File: config.mk
export PLATFORM = sky130hd
export DESIGN_NAME = out_port_display
export DESIGN_NICKNAME = d
export VERILOG_FILES = /design/src/rtl/simple_pkg.sv /design/src/rtl/hex_to_seg7.sv /design/src/rtl/out_port_display.sv
export SDC_FILE = /design/constraint.sdc
export NUM_CORES = 1
export LEC_CHECK = 0
export ABC_AREA = 1
export CAP_MARGIN = 20
export CORE_MARGIN = 2
export CORE_UTILIZATION = 51
export CTS_BUF_LIST = sky130_fd_sc_hd__clkbuf_4 sky130_fd_sc_hd__clkbuf_8
export DETAILED_ROUTE_END_ITERATION = 8
export PLACE_DENSITY = 0.82
export SETUP_SLACK_MARGIN = 0.02
export SYNTH_ARGS = -nofsm -noshare
export SYNTH_HDL_FRONTEND = slang
export SYNTH_SLANG_ARGS = --single-unit
File: constraint.sdc
create_clock -name clk -period 1.9 [get_ports clk]
set_input_delay 0.57 -clock clk [delete_from_list [all_inputs] [get_ports clk]]
set_output_delay 0.57 -clock clk [all_outputs]
set_load 0.02 [all_outputs]
File: src/rtl/simple_pkg.sv
// simple_pkg: definitions shared by the SIMPLE core output-port blocks.
//   DATA_W      default width of an OUT word
//   SEG7_TABLE  hex 0-F to 7-segment pattern, active-low, bit order {g,f,e,d,c,b,a}
//   out_state_t handshake FSM states of the output port
package simple_pkg;

   localparam int DATA_W = 16;

   localparam logic [6:0] SEG7_TABLE [16] = '{
      7'h40, 7'h79, 7'h24, 7'h30,   // 0 1 2 3
      7'h19, 7'h12, 7'h02, 7'h78,   // 4 5 6 7
      7'h00, 7'h10, 7'h08, 7'h03,   // 8 9 A b
      7'h46, 7'h21, 7'h06, 7'h0E    // C d E F
   };

   typedef enum logic {
      IDLE = 1'b0,
      HOLD = 1'b1
   } out_state_t;

endpackage

File: src/rtl/hex_to_seg7.sv
// hex_to_seg7: combinational hex nibble to 7-segment decoder.
// Ports:
//   nibble  in   4  hex value 0-F
//   seg     out  7  active-low segments {g,f,e,d,c,b,a}
module hex_to_seg7
   import simple_pkg::*;
(
   input  logic [3:0] nibble,
   output logic [6:0] seg
);

   assign seg = SEG7_TABLE[nibble];

endmodule

File: src/rtl/out_port_display.sv
// out_port_display: destination of the SIMPLE core's OUT instruction.
// Latches words offered over a valid/ready handshake, mirrors them on LEDs
// and scans them as hex digits on a common-anode 7-segment display.
//
// Handshake: a word transfers on the rising edge where out_valid and
// out_ready are both high. The producer keeps out_valid and out_data stable
// until that edge. out_ready depends only on registered state.
//
// Ports:
//   clk        in   1       system clock, rising edge
//   reset      in   1       synchronous, active-high
//   out_valid  in   1       word offered this cycle
//   out_data   in   DATA_W  word to display
//   flags_in   in   4       {v,z,c,s} captured with the word (optional)
//   out_ready  out  1       block accepts a word this cycle
//   led        out  DATA_W  latched word
//   flag_led   out  4       latched flags, or 0 when flag capture is off
//   seg_an     out  DIGITS  digit enables, active-low, at most one low
//   seg_cath   out  8       {dp,g,f,e,d,c,b,a}, active-low, dp always off
//
// Build option: define OUT_FLAG_LED_EN to latch flags_in into flag_led on
// each accept; otherwise flag_led is constant zero and flags_in is ignored.
module out_port_display
   import simple_pkg::*;
#(
   parameter int DATA_W      = simple_pkg::DATA_W,
   parameter int SCAN_DIV    = 50000,
   parameter int HOLD_CYCLES = 0
) (
   input  logic                clk,
   input  logic                reset,
   input  logic                out_valid,
   input  logic [DATA_W-1:0]   out_data,
   input  logic [3:0]          flags_in,
   output logic                out_ready,
   output logic [DATA_W-1:0]   led,
   output logic [3:0]          flag_led,
   output logic [DATA_W/4-1:0] seg_an,
   output logic [7:0]          seg_cath
);

   localparam int DIGITS = DATA_W / 4;
   localparam int SW     = (SCAN_DIV > 1)    ? $clog2(SCAN_DIV)    : 1;
   localparam int DW     = (DIGITS > 1)      ? $clog2(DIGITS)      : 1;
   localparam int HW     = (HOLD_CYCLES > 1) ? $clog2(HOLD_CYCLES) : 1;

   localparam logic [SW-1:0] PRESC_LAST = SW'(SCAN_DIV - 1);
   localparam logic [DW-1:0] DIG_LAST   = DW'(DIGITS - 1);
   localparam logic [HW-1:0] HOLD_LOAD  = (HOLD_CYCLES > 0) ? HW'(HOLD_CYCLES - 1) : '0;

   // ---------------- handshake FSM ----------------
   out_state_t  state, state_next;
   logic [HW-1:0] hold_cnt, hold_cnt_next;
   logic        accept;

   assign accept = out_valid && out_ready;

   always_ff @(posedge clk) begin
      if (reset) begin
         state    <= IDLE;
         hold_cnt <= '0;
      end else begin
         state    <= state_next;
         hold_cnt <= hold_cnt_next;
      end
   end

   always_comb begin
      state_next    = state;
      hold_cnt_next = hold_cnt;
      out_ready     = 1'b0;
      case (state)
         IDLE: begin
            out_ready = 1'b1;
            // hold_cnt counts down from HOLD_CYCLES-1 to 0, giving exactly
            // HOLD_CYCLES cycles of out_ready low after the accept.
            if (out_valid && (HOLD_CYCLES > 0)) begin
               state_next    = HOLD;
               hold_cnt_next = HOLD_LOAD;
            end
         end
         HOLD: begin
            if (hold_cnt == '0) begin
               state_next = IDLE;
            end else begin
               hold_cnt_next = hold_cnt - 1'b1;
            end
         end
         default: state_next = IDLE;
      endcase
   end

   // ---------------- latched word and flags ----------------
   logic [DATA_W-1:0] led_q;
   logic              blank;

   always_ff @(posedge clk) begin
      if (reset) begin
         led_q <= '0;
         blank <= 1'b1;
      end else if (accept) begin
         led_q <= out_data;
         blank <= 1'b0;
      end
   end

   assign led = led_q;

`ifdef OUT_FLAG_LED_EN
   logic [3:0] flag_q;

   always_ff @(posedge clk) begin
      if (reset) begin
         flag_q <= '0;
      end else if (accept) begin
         flag_q <= flags_in;
      end
   end

   assign flag_led = flag_q;
`else
   logic unused_flags;

   assign unused_flags = ^flags_in;
   assign flag_led     = 4'b0;
`endif

   // ---------------- scan counters ----------------
   // Free-running; an accept never restarts the scan.
   logic [SW-1:0] presc;
   logic [DW-1:0] dig_idx;
   logic          wrap;

   assign wrap = (presc == PRESC_LAST);

   always_ff @(posedge clk) begin
      if (reset) begin
         presc   <= '0;
         dig_idx <= '0;
      end else if (wrap) begin
         presc   <= '0;
         dig_idx <= (dig_idx == DIG_LAST) ? '0 : dig_idx + 1'b1;
      end else begin
         presc   <= presc + 1'b1;
      end
   end

   // ---------------- display outputs ----------------
   // Registered from led_q/dig_idx/blank, so the display lags the latched
   // word by one edge; an accept coinciding with a digit wrap therefore
   // shows the new digit of the new word.
   logic [3:0]        nibble;
   logic [6:0]        seg_pat;
   logic [DIGITS-1:0] an_next;

   assign nibble = led_q[{dig_idx, 2'b00} +: 4];

   hex_to_seg7 u_hex_to_seg7 (
      .nibble (nibble),
      .seg    (seg_pat)
   );

   always_comb begin
      an_next = '1;
      for (int i = 0; i < DIGITS; i++) begin
         an_next[i] = (dig_idx != DW'(i));
      end
   end

   always_ff @(posedge clk) begin
      if (reset || blank) begin
         seg_an   <= '1;
         seg_cath <= 8'hFF;
      end else begin
         seg_an   <= an_next;
         seg_cath <= {1'b1, seg_pat};
      end
   end

endmodule
==> insert_results.sql <==
INSERT INTO impl_metrics (metric_group, metric, value, unit) VALUES
('sta', 'fin_tns_setup', '0', 'ns'),
('placement', 'port-buffer-count', '45', ''),
('floorplanning', 'start_util', '52.2', '%'),
('power', 'p_comb_share', '16.0', '%'),
('yosys', 'synth.mux.area_fraction', '0', '%'),
('floorplanning', 'design.die.area', '4940', 'um2'),
('floorplanning', 'die_w', '70.3', 'um'),
('yosys', 'synth_compound_gate_area_share', '7.59', '%'),
('floorplanning', 'die_height', '70.3', 'um'),
('yosys', 'synthAdderAreaFrac', '6.14', '%'),
('placement', 'gp_routability_congestion', '0.811', ''),
('floorplanning', 'i_o_pin_total', '56', ''),
('sta', 'holdWs', '0.473', 'ns'),
('yosys', 'postSynth.topFlopCell', 'dfxtp_1', ''),
('worst_setup_path', 'critPathMaxFanout', '3', ''),
('yosys', 'synth_area_per_cell', '7.23', 'um2'),
('cts', 'cts.htree.levels', '2', ''),
('power', 'pwr_per_cell_area', '697', 'nW/um2'),
('worst_setup_path', 'worst_setup_path_end_kind', 'primary output', ''),
('yosys', 'yosysWarnings', '0', ''),
('yosys', 'count_of_flip_flops_with_a_built_in_enable_after_synthesis', '0', ''),
('finish', 'final_core_util', '66.3', '%'),
('grt', 'grt_max_degree', '18', ''),
('cts', 'cts_tree', 'yes', ''),
('worst_setup_path', 'type_of_the_worst_setup_path', 'reg2out', ''),
('grt', 'grt_first_pass_wirelength', '8.29', 'mm'),
('drt', 'first_pass_iters', '4', ''),
('power', 'static-leakage-power', '1.24', 'nW'),
('drt', 'post-route-drc-count', '0', ''),
('yosys', 'synthDistinctLibCells', '27', ''),
('hold_path', 'min_from', 'presc[0]$_SDFF_PP0_', ''),
('yosys', 'post_synth_xor_area_fraction', '1.17', '%'),
('worst_setup_path', 'arrival', '1.29', 'ns'),
('cts', 'cts_num_sinks', '46', ''),
('run', 'maxCapViolations', '0', ''),
('yosys', 'proportion_of_synthesized_flip_flops_having_asynchronous_set_or_reset', '0', '%'),
('finish', 'final_net_count', '396', ''),
('yosys', 'post_synth_instance_area', '2240', 'um2'),
('placement', 'detailedPlace.worstSlack', '0.210', 'ns'),
('yosys', 'synth-seq-area-share', '41.1', '%'),
('yosys', 'synth-simple-area-share', '35.5', '%'),
('cts', 'worstSkewPairLatency', '0.30', 'ns'),
('worst_setup_path', 'critPathRequiredTime', '1.33', 'ns'),
('worst_setup_path', 'crit_path_top_delay_cell', 'clkdlybuf4s50_1', ''),
('power', 'p_sw_share', '26.7', '%'),
('drt', 'vias_per_cell', '5.05', ''),
('power', 'p_int', '1.46', 'mW'),
('drt', 'initialDrtViolationCount', '156', ''),
('drt', 'avgRoutedWirePerCell', '11.5', 'um'),
('worst_setup_path', 'critical-path-top-delay-family', 'buffers and inverters', ''),
('worst_setup_path', 'crit_start', 'led[9]$_SDFFE_PP0P_', ''),
('sta', 'layout_min_cycle_time', '1.86', 'ns'),
('yosys', 'synth.ff_latch_count', '46', ''),
('grt', 'gr-usage-all-layers', '20.4', '%'),
('finish', 'layout-drive-gt1-share', '11.6', '%'),
('worst_setup_path', 'cell_by_cell_trace_of_the_critical_path', 'clkdlybuf4s50_1', ''),
('drt', 'via_total_after_detailed_routing', '2094', ''),
('finish', 'antenna_cells_inserted', '0', ''),
('sta', 'crit_share_post_route', '97.6', '%'),
('sta', 'rsz0062_at_grt', 'false', ''),
('sta', 'timing.final.max_slew_violations', '0', ''),
('cts', 'cts-root-buf', 'clkbuf_8', ''),
('finish', 'syn_to_final_growth', '27.1', '%'),
('sta', 'max_clock_freq', '539', 'MHz'),
('cts', 'reg_clk_slew_reported_paths', '0.08', 'ns'),
('worst_setup_path', 'worst_r2r_startpoint', 'dig_idx[0]$_SDFFE_PP0N_', ''),
('worst_setup_path', 'cp_max_stage_delay', '0.62', 'ns'),
('placement', 'sum_of_net_half_perimeters_after_detailed_placement', '3.56', 'mm'),
('status', 'status', 'completed', ''),
('grt', 'global_route_total_overflow', '0', ''),
('power', 'ir_worst_vdd', '0.494', 'mV');
## through the flow
stage | power [mW] | cells | cell area [um2]
floorplan | 1.24 | 314 | 2260
global placement | 1.37 | 407 | 2740
detailed placement | 1.37 | 407 | 2740
CTS | 1.99 | 415 | 2830
global route | 2.05 | 415 | 2850
finish | 1.99 | 415 | 2850
## power by group through the flow
stage	registers [mW]	logic (mW)	clock network (mW)
5_1_grt	1.04	0.348	0.666
6_report	1.03	0.317	0.636
2_1_floorplan	1.10	0.143	0
3_3_place_gp	1.06	0.311	0
4_1_cts	1.03	0.319	0.637
3_5_place_dp	1.06	0.317	0
## cell families (layout without fill, tap and decap cells)
group / count (synthesis) / in the layout
AOI/OAI and AO/OA: 31 / 31
xor gates and xnor gates: 3 / 3
adders and majority gates: 11 / 11
buffers and inverters: 36 / 85
DFF: 46 / 46
other: 2 / 6
and+or+nand+nor: 181 / 181
## Yosys cell counts, types with 4 or more instances
library cell   n  area, um2
a21oi_2        4       35.0
nor2_2         7       43.8
nor2_1        54        203
dfxtp_1       46        921
buf_4          6       45.0
o21ai_0       19       95.1
nand2_1       71        267
nand3_1       32        160
a21oi_1        8       40.0
nand2_2        6       37.5
inv_1         20       75.1
ha_1          11        138
inv_2          5       18.8
## registers in the layout, indices dropped and copies added (netlist names)
register and count:
led 16, presc 16, seg_cath 7, seg_an 4, dig_idx 2, blank 1
## per-layer routing
metal | global-route usage, % | wire length, um | vias up
li1 | - | - | 1075
met1 | 25.0 | 2080 | 943
met2 | 35.2 | 2300 | 68
met3 | 4.76 | 317 | 8
met4 | 6.62 | 72 | 0
met5 | 0 | 0 | -
## layout by cell type (no fill, tap or decap), drive strengths merged, types with 11 or more instances in the layout
cell type	Yosys	routed
a21oi	12	12
clkdlybuf4s50	0	38
dfxtp	46	46
ha	11	11
inv	25	25
nand2	78	78
nand3	33	33
nor2	63	63
o21ai	19	19
## layout make-up
class	instances	area, um2	area share (%)
Timing Repair Buffer	52	520	18.3
Multi-Input combinational cell	232	1150	40.5
Clock inverter	1	5.00	0.176
Clock buffer	7	90.1	3.16
Inverter	25	93.8	3.30
Sequential cell	46	921	32.3
Tap cell	52	65.1	2.28
## repair_timing
action,in CTS,in global routing
setup endpoints to repair,0,7
hold buffers,0,0
resized for setup,0,7
## final timing paths
check	to	slack, ns	cells past startpoint
max	led[9]	0.04	1
min	presc[0]$_SDFF_PP0_	0.47	1
min reg2reg	presc[0]$_SDFF_PP0_	0.47	1
max reg2reg	seg_cath[5]$_SDFF_PP1_	0.25	10
Power figures use the tool's default switching activity.
